`config.mk`:
```
export PLATFORM = sky130hd
export DESIGN_NAME = uart_rx_fifo_flat
export DESIGN_NICKNAME = d
export VERILOG_FILES = /design/src/rtl/uart_rx_fifo_if.sv /design/src/rtl/uart_rx_fifo.sv /design/src/flat_wrapper.sv
export SDC_FILE = /design/constraint.sdc
export NUM_CORES = 1
export LEC_CHECK = 0
export ABC_AREA = 1
export BUFFER_PORTS_ARGS = -buffer_cell sky130_fd_sc_hd__buf_4
export CAP_MARGIN = 30
export CORE_MARGIN = 4
export CORE_UTILIZATION = 51
export DETAILED_ROUTE_END_ITERATION = 10
export PLACE_DENSITY = 0.68
export SYNTH_ARGS = -nofsm -noshare
export SYNTH_HDL_FRONTEND = slang
export SYNTH_SLANG_ARGS = --single-unit
```
`constraint.sdc`:
```
create_clock -name clk -period 5.7 [get_ports clk]
set_clock_uncertainty 0.15 [all_clocks]
set_input_delay 0.285 -clock clk [delete_from_list [all_inputs] [get_ports clk]]
set_output_delay 0.285 -clock clk [all_outputs]
set_load 0.02 [all_outputs]
```
`src/rtl/uart_rx_fifo_if.sv`:
```
// uart_rx_fifo_if: serial line, oversample strobe and FIFO read port of the UART receiver.
interface uart_rx_fifo_if #(
  parameter int DATA_BITS  = 8,
  parameter int FIFO_DEPTH = 8
);
  logic                        rx;
  logic                        tick_os;
  logic                        rd_en;
  logic                        ovr_clr;
  logic [DATA_BITS-1:0]        rd_data;
  logic                        rd_perr;
  logic                        rd_ferr;
  logic                        empty;
  logic                        full;
  logic [$clog2(FIFO_DEPTH):0] count;
  logic                        overrun;
  logic                        break_det;
  modport master (
    output rx, tick_os, rd_en, ovr_clr,
    input  rd_data, rd_perr, rd_ferr, empty, full, count, overrun, break_det
  );
  modport slave (
    input  rx, tick_os, rd_en, ovr_clr,
    output rd_data, rd_perr, rd_ferr, empty, full, count, overrun, break_det
  );
endinterface

```
`src/rtl/uart_rx_fifo.sv`:
```
// uart_rx_fifo: oversampled UART receiver feeding a first-word-fall-through FIFO of {perr,ferr,data}.
module uart_rx_fifo #(
  parameter int DATA_BITS  = 8,
  parameter int PARITY     = 0,
  parameter int STOP_BITS  = 1,
  parameter int OVERSAMPLE = 16,
  parameter int FIFO_DEPTH = 8
) (
  input logic          clk,
  input logic          rst_n,
  uart_rx_fifo_if.slave bus
);
  localparam int CW = $clog2(OVERSAMPLE);
  localparam int AW = $clog2(FIFO_DEPTH);
  localparam logic [CW-1:0] HALF = CW'(OVERSAMPLE / 2 - 1);
  localparam logic [CW-1:0] LAST = CW'(OVERSAMPLE - 1);
  typedef enum logic [2:0] {S_IDLE, S_START, S_DATA, S_PAR, S_STOP, S_WAIT} state_t;
  state_t state, state_n;
  logic rx_m, rx_s;
  logic [CW-1:0] cnt, cnt_n;
  logic [3:0] idx, idx_n;
  logic [DATA_BITS-1:0] sh, sh_n;
  logic pb, pb_n, fe, fe_n, done, done_n;
  logic perr, brk, push, pop, wr, full, empty, ovr;
  logic [DATA_BITS+1:0] mem [FIFO_DEPTH];
  logic [AW-1:0] wp, rp;
  logic [AW:0] occ;
  always_ff @(posedge clk) begin
    if (!rst_n) begin
      rx_m  <= 1'b1;
      rx_s  <= 1'b1;
      state <= S_IDLE;
      cnt   <= '0;
      idx   <= '0;
      sh    <= '0;
      pb    <= 1'b0;
      fe    <= 1'b0;
      done  <= 1'b0;
    end else begin
      rx_m  <= bus.rx;
      rx_s  <= rx_m;
      state <= state_n;
      cnt   <= cnt_n;
      idx   <= idx_n;
      sh    <= sh_n;
      pb    <= pb_n;
      fe    <= fe_n;
      done  <= done_n;
    end
  end
  always_comb begin
    state_n = state;
    cnt_n   = cnt;
    idx_n   = idx;
    sh_n    = sh;
    pb_n    = pb;
    fe_n    = fe;
    done_n  = 1'b0;
    if (bus.tick_os) begin
      cnt_n = cnt + 1'b1;
      case (state)
        S_IDLE: if (!rx_s) begin
          state_n = S_START;
          cnt_n   = '0;
        end
        S_START: if (cnt == HALF) begin
          cnt_n   = '0;
          idx_n   = '0;
          pb_n    = 1'b0;
          fe_n    = 1'b0;
          state_n = rx_s ? S_IDLE : S_DATA;
        end
        S_DATA: if (cnt == LAST) begin
          sh_n  = {rx_s, sh[DATA_BITS-1:1]};
          idx_n = (idx == 4'(DATA_BITS - 1)) ? '0 : idx + 1'b1;
          if (idx == 4'(DATA_BITS - 1)) state_n = (PARITY != 0) ? S_PAR : S_STOP;
        end
        S_PAR: if (cnt == LAST) begin
          pb_n    = rx_s;
          state_n = S_STOP;
        end
        S_STOP: if (cnt == LAST) begin
          fe_n  = fe | ~rx_s;
          idx_n = idx + 1'b1;
          if (idx == 4'(STOP_BITS - 1)) begin
            done_n  = 1'b1;
            state_n = (fe | ~rx_s) ? S_WAIT : S_IDLE;
          end
        end
        S_WAIT: if (rx_s) state_n = S_IDLE;
        default: state_n = S_IDLE;
      endcase
    end
  end
  // The frame stays in sh/pb/fe for the clk after the last stop sample, where it is pushed or flagged as a break.
  assign perr  = (PARITY != 0) && ((^sh ^ pb) != (PARITY == 1));
  assign brk   = done && fe && (sh == '0) && (PARITY == 0 || !pb);
  assign push  = done && !brk;
  assign full  = occ == (AW+1)'(FIFO_DEPTH);
  assign empty = occ == '0;
  assign pop   = bus.rd_en && !empty;
  assign wr    = push && (!full || pop);
  always_ff @(posedge clk) begin
    if (wr) mem[wp] <= {perr, fe, sh};
  end
  always_ff @(posedge clk) begin
    if (!rst_n) begin
      wp  <= '0;
      rp  <= '0;
      occ <= '0;
      ovr <= 1'b0;
    end else begin
      wp  <= wr ? wp + 1'b1 : wp;
      rp  <= pop ? rp + 1'b1 : rp;
      occ <= occ + (AW+1)'(wr) - (AW+1)'(pop);
      ovr <= (push && full && !pop) ? 1'b1 : (bus.ovr_clr ? 1'b0 : ovr);
    end
  end
  assign bus.rd_data   = empty ? '0 : mem[rp][DATA_BITS-1:0];
  assign bus.rd_ferr   = !empty && mem[rp][DATA_BITS];
  assign bus.rd_perr   = !empty && mem[rp][DATA_BITS+1];
  assign bus.empty     = empty;
  assign bus.full      = full;
  assign bus.count     = occ;
  assign bus.overrun   = ovr;
  assign bus.break_det = brk;
endmodule
```
`src/flat_wrapper.sv`:
```
// flat-port wrapper written by rule: the top's interface ports become plain ports
module uart_rx_fifo_flat 
#(
  parameter int DATA_BITS  = 8,
  parameter int PARITY     = 0,
  parameter int STOP_BITS  = 1,
  parameter int OVERSAMPLE = 16,
  parameter int FIFO_DEPTH = 8
)
  (clk, rst_n, bus_rx, bus_tick_os, bus_rd_en, bus_ovr_clr, bus_rd_data, bus_rd_perr, bus_rd_ferr, bus_empty, bus_full, bus_count, bus_overrun, bus_break_det);
  uart_rx_fifo_if #(.DATA_BITS(DATA_BITS), .FIFO_DEPTH(FIFO_DEPTH)) bus_i ();
  input logic clk;
  input logic rst_n;
  input wire logic [$bits(bus_i.rx)-1:0] bus_rx;
  input wire logic [$bits(bus_i.tick_os)-1:0] bus_tick_os;
  input wire logic [$bits(bus_i.rd_en)-1:0] bus_rd_en;
  input wire logic [$bits(bus_i.ovr_clr)-1:0] bus_ovr_clr;
  output wire logic [$bits(bus_i.rd_data)-1:0] bus_rd_data;
  output wire logic [$bits(bus_i.rd_perr)-1:0] bus_rd_perr;
  output wire logic [$bits(bus_i.rd_ferr)-1:0] bus_rd_ferr;
  output wire logic [$bits(bus_i.empty)-1:0] bus_empty;
  output wire logic [$bits(bus_i.full)-1:0] bus_full;
  output wire logic [$bits(bus_i.count)-1:0] bus_count;
  output wire logic [$bits(bus_i.overrun)-1:0] bus_overrun;
  output wire logic [$bits(bus_i.break_det)-1:0] bus_break_det;
  assign bus_i.rx = bus_rx;
  assign bus_i.tick_os = bus_tick_os;
  assign bus_i.rd_en = bus_rd_en;
  assign bus_i.ovr_clr = bus_ovr_clr;
  assign bus_rd_data = bus_i.rd_data;
  assign bus_rd_perr = bus_i.rd_perr;
  assign bus_rd_ferr = bus_i.rd_ferr;
  assign bus_empty = bus_i.empty;
  assign bus_full = bus_i.full;
  assign bus_count = bus_i.count;
  assign bus_overrun = bus_i.overrun;
  assign bus_break_det = bus_i.break_det;
  uart_rx_fifo #(.DATA_BITS(DATA_BITS), .PARITY(PARITY), .STOP_BITS(STOP_BITS), .OVERSAMPLE(OVERSAMPLE), .FIFO_DEPTH(FIFO_DEPTH)) u_core (.clk(clk), .rst_n(rst_n), .bus(bus_i));
endmodule
```
==> results of run 1 <==
==> worst max path at each step <==
| stage | endpoint | from | slack, ps |
|---|---|---|---|
| floorplan | u_core.bus.count[1] | u_core.bus.count[3] | 3420 |
| global placement | u_core.mem[7][0] | u_core.bus.count[2] | 3050 |
| detailed placement | u_core.mem[7][8] | u_core.bus.count[2] | 2920 |
| CTS | u_core.mem[7][1] | u_core.bus.count[2] | 2910 |
| global route | u_core.mem[7][4] | u_core.bus.count[2] | 2630 |
| finish | u_core.mem[7][1] | u_core.bus.count[2] | 2920 |
==> registers in the layout, summed over array words and instances (netlist names), 3 cells and up, named ones only <==
name,count
u_core.idx,4
u_core.cnt,4
u_core.wp,3
u_core.bus.count,4
u_core.state,3
u_core.sh,8
u_core.rp,3
u_core.mem,72
==> final cells by class <==
class                      instances  area, um^2
clock buffer                       9       123.9
fill                             785        3938
inverter                          37       138.9
clock inverter                     7       67.56
tap                              111       138.9
sequential                       109        2903
timing repair buffer              26       207.7
multi-input combinational        312        1635
==> power groups by stage <==
stage	logic (mW)	registers, mW	clock network (mW)
2_1_floorplan	0.478	0.939	0
3_3_place_gp	0.616	0.952	0
3_5_place_dp	0.641	0.943	0
4_1_cts	0.645	0.925	0.443
5_1_grt	0.738	0.933	0.482
6_report	0.643	0.925	0.436
==> per-stage QoR <==
stage / cells / power [mW] / area, um^2
CTS: 611 / 2.013 / 5215
detailed placement: 593 / 1.585 / 5004
floorplan: 475 / 1.417 / 4772
global placement: 592 / 1.568 / 4989
global route: 611 / 2.154 / 5215
finish: 611 / 2.005 / 5215
==> layer usage <==
metal  up-vias  part of all wire (%)  GRT usage, %
li1       1653                     -             -
met1      1494                    47         25.09
met2        69                    47         29.33
met3        13                   4.5         2.409
met4         0                   1.6         6.467
met5         -                     0             0
==> critical path: cells and delay by family (launching register included) <==
kind | cells | cell delay, ps
adders and majority gates | 1 | 190
buffers and inverters | 2 | 180
DFF | 1 | 360
and+or+nand+nor | 6 | 1550
==> cells in the final DEF (no fill, tap or decap), types with 4 or more instances in the layout <==
cell type / netlist / final
nor2_2: 5 / 5
nand4_1: 5 / 5
mux2i_1: 9 / 9
nand2_2: 7 / 7
a21oi_1: 20 / 20
nand3_1: 14 / 14
buf_4: 3 / 23
inv_2: 7 / 7
o22ai_1: 9 / 9
nor2_1: 97 / 97
nand2_4: 4 / 4
edfxtp_1: 72 / 72
ha_1: 10 / 10
nand2_1: 49 / 49
inv_1: 30 / 30
clkbuf_8: 1 / 9
dfxtp_1: 37 / 37
o21ai_0: 60 / 60
==> synthesized netlist by cell type (8+ instances only) <==
cell type and instances:
nor2_1 97, edfxtp_1 72, o21ai_0 60, nand2_1 49, dfxtp_1 37, inv_1 30
a21oi_1 20, nand3_1 14, ha_1 10, mux2i_1 9, o22ai_1 9, buf_2 8
==> cell families (layout without fill, tap and decap cells) <==
logic type | after synthesis | in the layout | synth area share (%)
mux | 9 | 9 | 1.888
xor+xnor | 4 | 4 | 0.7343
fa+ha+maj | 11 | 11 | 3.041
compound gates | 92 | 92 | 10.04
buf+inv | 54 | 79 | 4.903
other cells | 1 | 1 | 0.07858
simple gates | 195 | 195 | 18.48
flops | 109 | 109 | 60.83
==> flow_metrics.tcl, run 1 <==
set metrics [dict create \
    reg2reg_to "u_core.mem[7][1]" \
    p_sw_uw 732.1 \
    min_period_over_period_pct 48.80 \
    start_util_pct 52.14 \
    max_stage_delay_ps 620 \
    syn_avg_cell_area_um2 10.05 \
    ant_nets 0 \
    max_clock_freq_mhz 359.5 \
    cp_cell_sequence "inv_1 -> ha_1 -> nand3_1 -> nand2_1 -> nand2_1 -> nand3_2 -> inv_2 -> nand2_1 -> nor2_1" \
    avgRoutedWirePerCell_um 15.25 \
    r2r_start "u_core.bus.count[2]" \
    detail_route.drc_violations 0 \
    start_kind "flip-flop" \
    grt_use_total_pct 18.11 \
    utilization_pct 56.98 \
    seqPwrFrac_pct 46.2 \
    cts.path.max_buffers 2 \
    path_max_fanout 11 \
    finalCriticalPeriod_ps 2782 \
    io_buffers 22 \
    antenna_found_initial 0 \
    hpwl_um 6460 \
    dieArea_um2 10970 \
    insertedDiodeCount 0 \
    nNetsFinal 512 \
    drt_iter0_markers 196 \
    rsz0062_at_grt "false" \
    numCtsBuffers 9 \
    cp_slowest_cell "nor2_1" \
    setup_violations 0 \
    finalWirelength_um 9317 \
    cts_setup_buffers 0 \
    pwr-share-comb_pct 32.1 \
    netlist_top_cells_area "edfxtp_1 (45%), dfxtp_1 (16%), nor2_1 (7.6%)" \
    die_w_um 104.7 \
    clock_sinks 109 \
    viasPerCell 5.285 \
    cts_tree "built" \
    whs_ps 25.04 \
    worstMarginPinSlew_ps 774.8 \
    coreArea_um2 9153 \
    tns_ps 0 \
    synth-seq-cells 109 \
    rows 35 \
    seq_area_frac_synth_pct 60.83 \
    yosys_warnings 0 \
    synth-async-reset-ratio_pct 0 \
    rrSetupSlack_ps 2920 \
    grt_pass1_wl_um 15710 \
    timing.critical_path.mode_cell "nand2_1" \
    grt_max_degree 38 \
    p_per_area_nw_per_um2 384.4 \
    r2r_cells 9 \
    clkLatencyLatePin_ps 360 \
    ctsResizeCount 0 \
    overflow 0 \
    whs_endpoint "u_core.cnt[2]" \
    endpoint_kind "flip-flop" \
    first_global_vias 3142 \
    p_clk_share_pct 21.7 \
    synth.distinct_cells 35 \
    syn_area_um2 4772 \
    synth-main-ff-cell "edfxtp_1" \
    drt_pass1_iterations 5 \
    h-tree-depth 3 \
    ctsRootBufferMaster "clkbuf_8" \
    maxCapViolations 0 \
    swShare_pct 36.52 \
    holdCritStartpoint "bus_tick_os" \
    critPathKind "reg2reg" \
    pre_cts_slack_ps 2921 \
    die_h_um 104.7 \
    synth_top_area_cell "edfxtp_1" \
    finalHoldViolCount 0 \
    area_delta_synth_final_pct 9.282 \
    min-delay-path-class "in2reg" \
    p_leak_nw 2.154 \
    synth_largest_type_area_fraction_pct 45.31 \
    status "finished clean" \
    required_ps 5560 \
    holdPathStages 2 \
    cts_hold_buf 2 \
    clk_pin_slew_ps 100 \
    drive_gt1_share_pct 14.40 \
    synth_edf_count 72 \
    final_max_slew_viol_count 0 \
    syn_nets 492 \
    ir_worst_vdd_v 0.0002366 \
    postLayoutSetupSlackWorst_ps 2918 \
    vias 3229 \
    arrival_ps 2640 \
    p_int_mw 1.273 \
    gp_congestion 0.7911 \
    syn_inst 475 \
    slew_headroom_pct 48.16 \
    io_pins 24 \
]
Power figures use the tool's default switching activity.
==> inputs of run 2 (changes only) <==
Clock period 5.7 ns to 2.7 ns, I/O delays scaled along.
==> run 2 against run 1 <==
Compared with the run above:
- highest routed layer unchanged
- largest power group unchanged
- combinational power is 120% higher
- critical path depth increased by 3
- utilization is 1.7 points higher
- routed wire length rose by 1.9%
==> flow_metrics.tcl, run 2 (synthesized netlist as in run 1, its figures left out) <==
set metrics [dict create \
    final_max_slew_viol_count 0 \
    start_util_pct 52.14 \
    rows 35 \
    final_common_cell "nor2_1" \
    insertedDiodeCount 0 \
    rsz0062_at_grt "false" \
    p_leak_nw 2.277 \
    overflow 0 \
    grt_pass1_wl_um 16170 \
    io_buffers 22 \
    ctsRootBufferMaster "clkbuf_8" \
    die_h_um 104.7 \
    cts.path.max_buffers 2 \
    gp_congestion 0.8648 \
    nNetsFinal 533 \
    maxCapViolations 0 \
    total_power_mw 4.290 \
    path_max_fanout 6 \
    start_kind "flip-flop" \
    arrival_ps 2430 \
    rrSetupSlack_ps 360 \
    first_global_vias 3389 \
    grt_max_degree 37 \
    cts_hold_buf 4 \
    regMostFlops "u_core.mem" \
    p_per_area_nw_per_um2 798.6 \
    numCtsBuffers 9 \
    die_w_um 104.7 \
    ctsResizeCount 0 \
    detail_route.drc_violations 0 \
    coreArea_um2 9153 \
    multi_input_area_um2 1635 \
    drive_gt1_share_pct 17.47 \
    ir_worst_vdd_v 0.0004914 \
    postLayoutSetupSlackWorst_ps 364.6 \
    finalHoldViolCount 0 \
    area_delta_synth_final_pct 12.56 \
    setup_violations 0 \
    clk_pin_slew_ps 100 \
    startpoint "u_core.bus.count[2]" \
    setup.worst_path.end "u_core.bus.count[2]" \
    drt_iter0_markers 225 \
    reg2reg_to "u_core.bus.count[2]" \
    status "finished clean" \
    finalCriticalPeriod_ps 2335 \
    mostFrequentLayoutCells "nor2_1 (97), edfxtp_1 (72), o21ai_0 (60), nand2_1 (49), buf_4 (43)" \
    pre_cts_slack_ps 383.0 \
    cts_tree "built" \
    drt_pass1_iterations 4 \
    vias 3367 \
    required_ps 2800 \
    grt_use_total_pct 18.38 \
    max_clock_freq_mhz 428.2 \
    dieArea_um2 10970 \
    clkLatencyLatePin_ps 370 \
    hpwl_um 6537 \
    antenna_found_initial 0 \
    holdCritStartpoint "bus_rd_en" \
    num-fill-cells 764 \
    clock_sinks 109 \
    endpoint_kind "flip-flop" \
    r2r_start "u_core.bus.count[2]" \
    cts_setup_buffers 0 \
    min-delay-path-class "in2reg" \
    critPathKind "reg2reg" \
    seqCellArea_um2 2903 \
    avgRoutedWirePerCell_um 15.02 \
    r2r_cells 12 \
    min_period_over_period_pct 86.50 \
    ant_nets 0 \
    viasPerCell 5.328 \
    top_regs "u_core.mem (72), u_core.sh (8)" \
    h-tree-depth 3 \
    io_pins 24 \
    finalWirelength_um 9494 \
    tns_ps 0 \
    largest_reg_flops 72 \
]
run 2: changes by cell type in the layout (fill, tap and decap cells not counted), moves of 2 or more:
cell and change:
inv_6 +2, inv_8 +2, buf_4 +20, dlygate4sd3_1 +2
clkinvlp_4 -3
run 2: final cells by class:
type	count	share of cell area, %
inverters	37	2.586
flip-flops and latches	109	54.04
repair buffers	47	6.755
clock buffers	9	2.306
well taps	111	2.586
multi-input cells	312	30.44
clock inverters	7	1.281
run 2: worst min-delay path by stage:
stage                         endpoint  slack (ps)  cells past startpoint
finish              u_core.bus.overrun         100                      4
global route        u_core.bus.overrun         100                      4
CTS                 u_core.bus.overrun          70                      4
detailed placement         u_core.rx_m         180                      2
global placement           u_core.rx_m         170                      2
floorplan                  u_core.rx_m          90                      1
run 2: critical path, stage by stage (launching register included):
cell and delay, ps:
dfxtp_1 350, inv_1 80, ha_1 190, nand3_1 100, nand2_1 150, nor2_1 210
inv_1 90, o21ai_0 80, ha_1 200, inv_1 60, fa_1 370, xor2_1 140
nor2_1 50
run 2: metal layers:
layer | vias up | share of wire, % | track usage (%)
met5 | - | 0 | 0
met4 | 0 | 1.5 | 7.498
met3 | 12 | 6.4 | 2.965
met2 | 98 | 48 | 30.84
met1 | 1564 | 44 | 23.74
li1 | 1693 | - | -
run 2: where the power goes:
part	switching (mW)	internal, mW
logic	0.885	0.504
registers	0.0946	1.84
clock network	0.596	0.367
total	1.57	2.71
run 2: stage by stage:
step | util [%] | hold WS (ps) | std cells | instance area (um^2)
finish | 58.69 | 96.62 | 632 | 5371
global route | 58.69 | 98.98 | 632 | 5371
CTS | 58.69 | 72.24 | 632 | 5371
detailed placement | 56.14 | 177.0 | 612 | 5139
global placement | 56.14 | 174.2 | 612 | 5139
floorplan | - | 91.54 | 475 | 4772
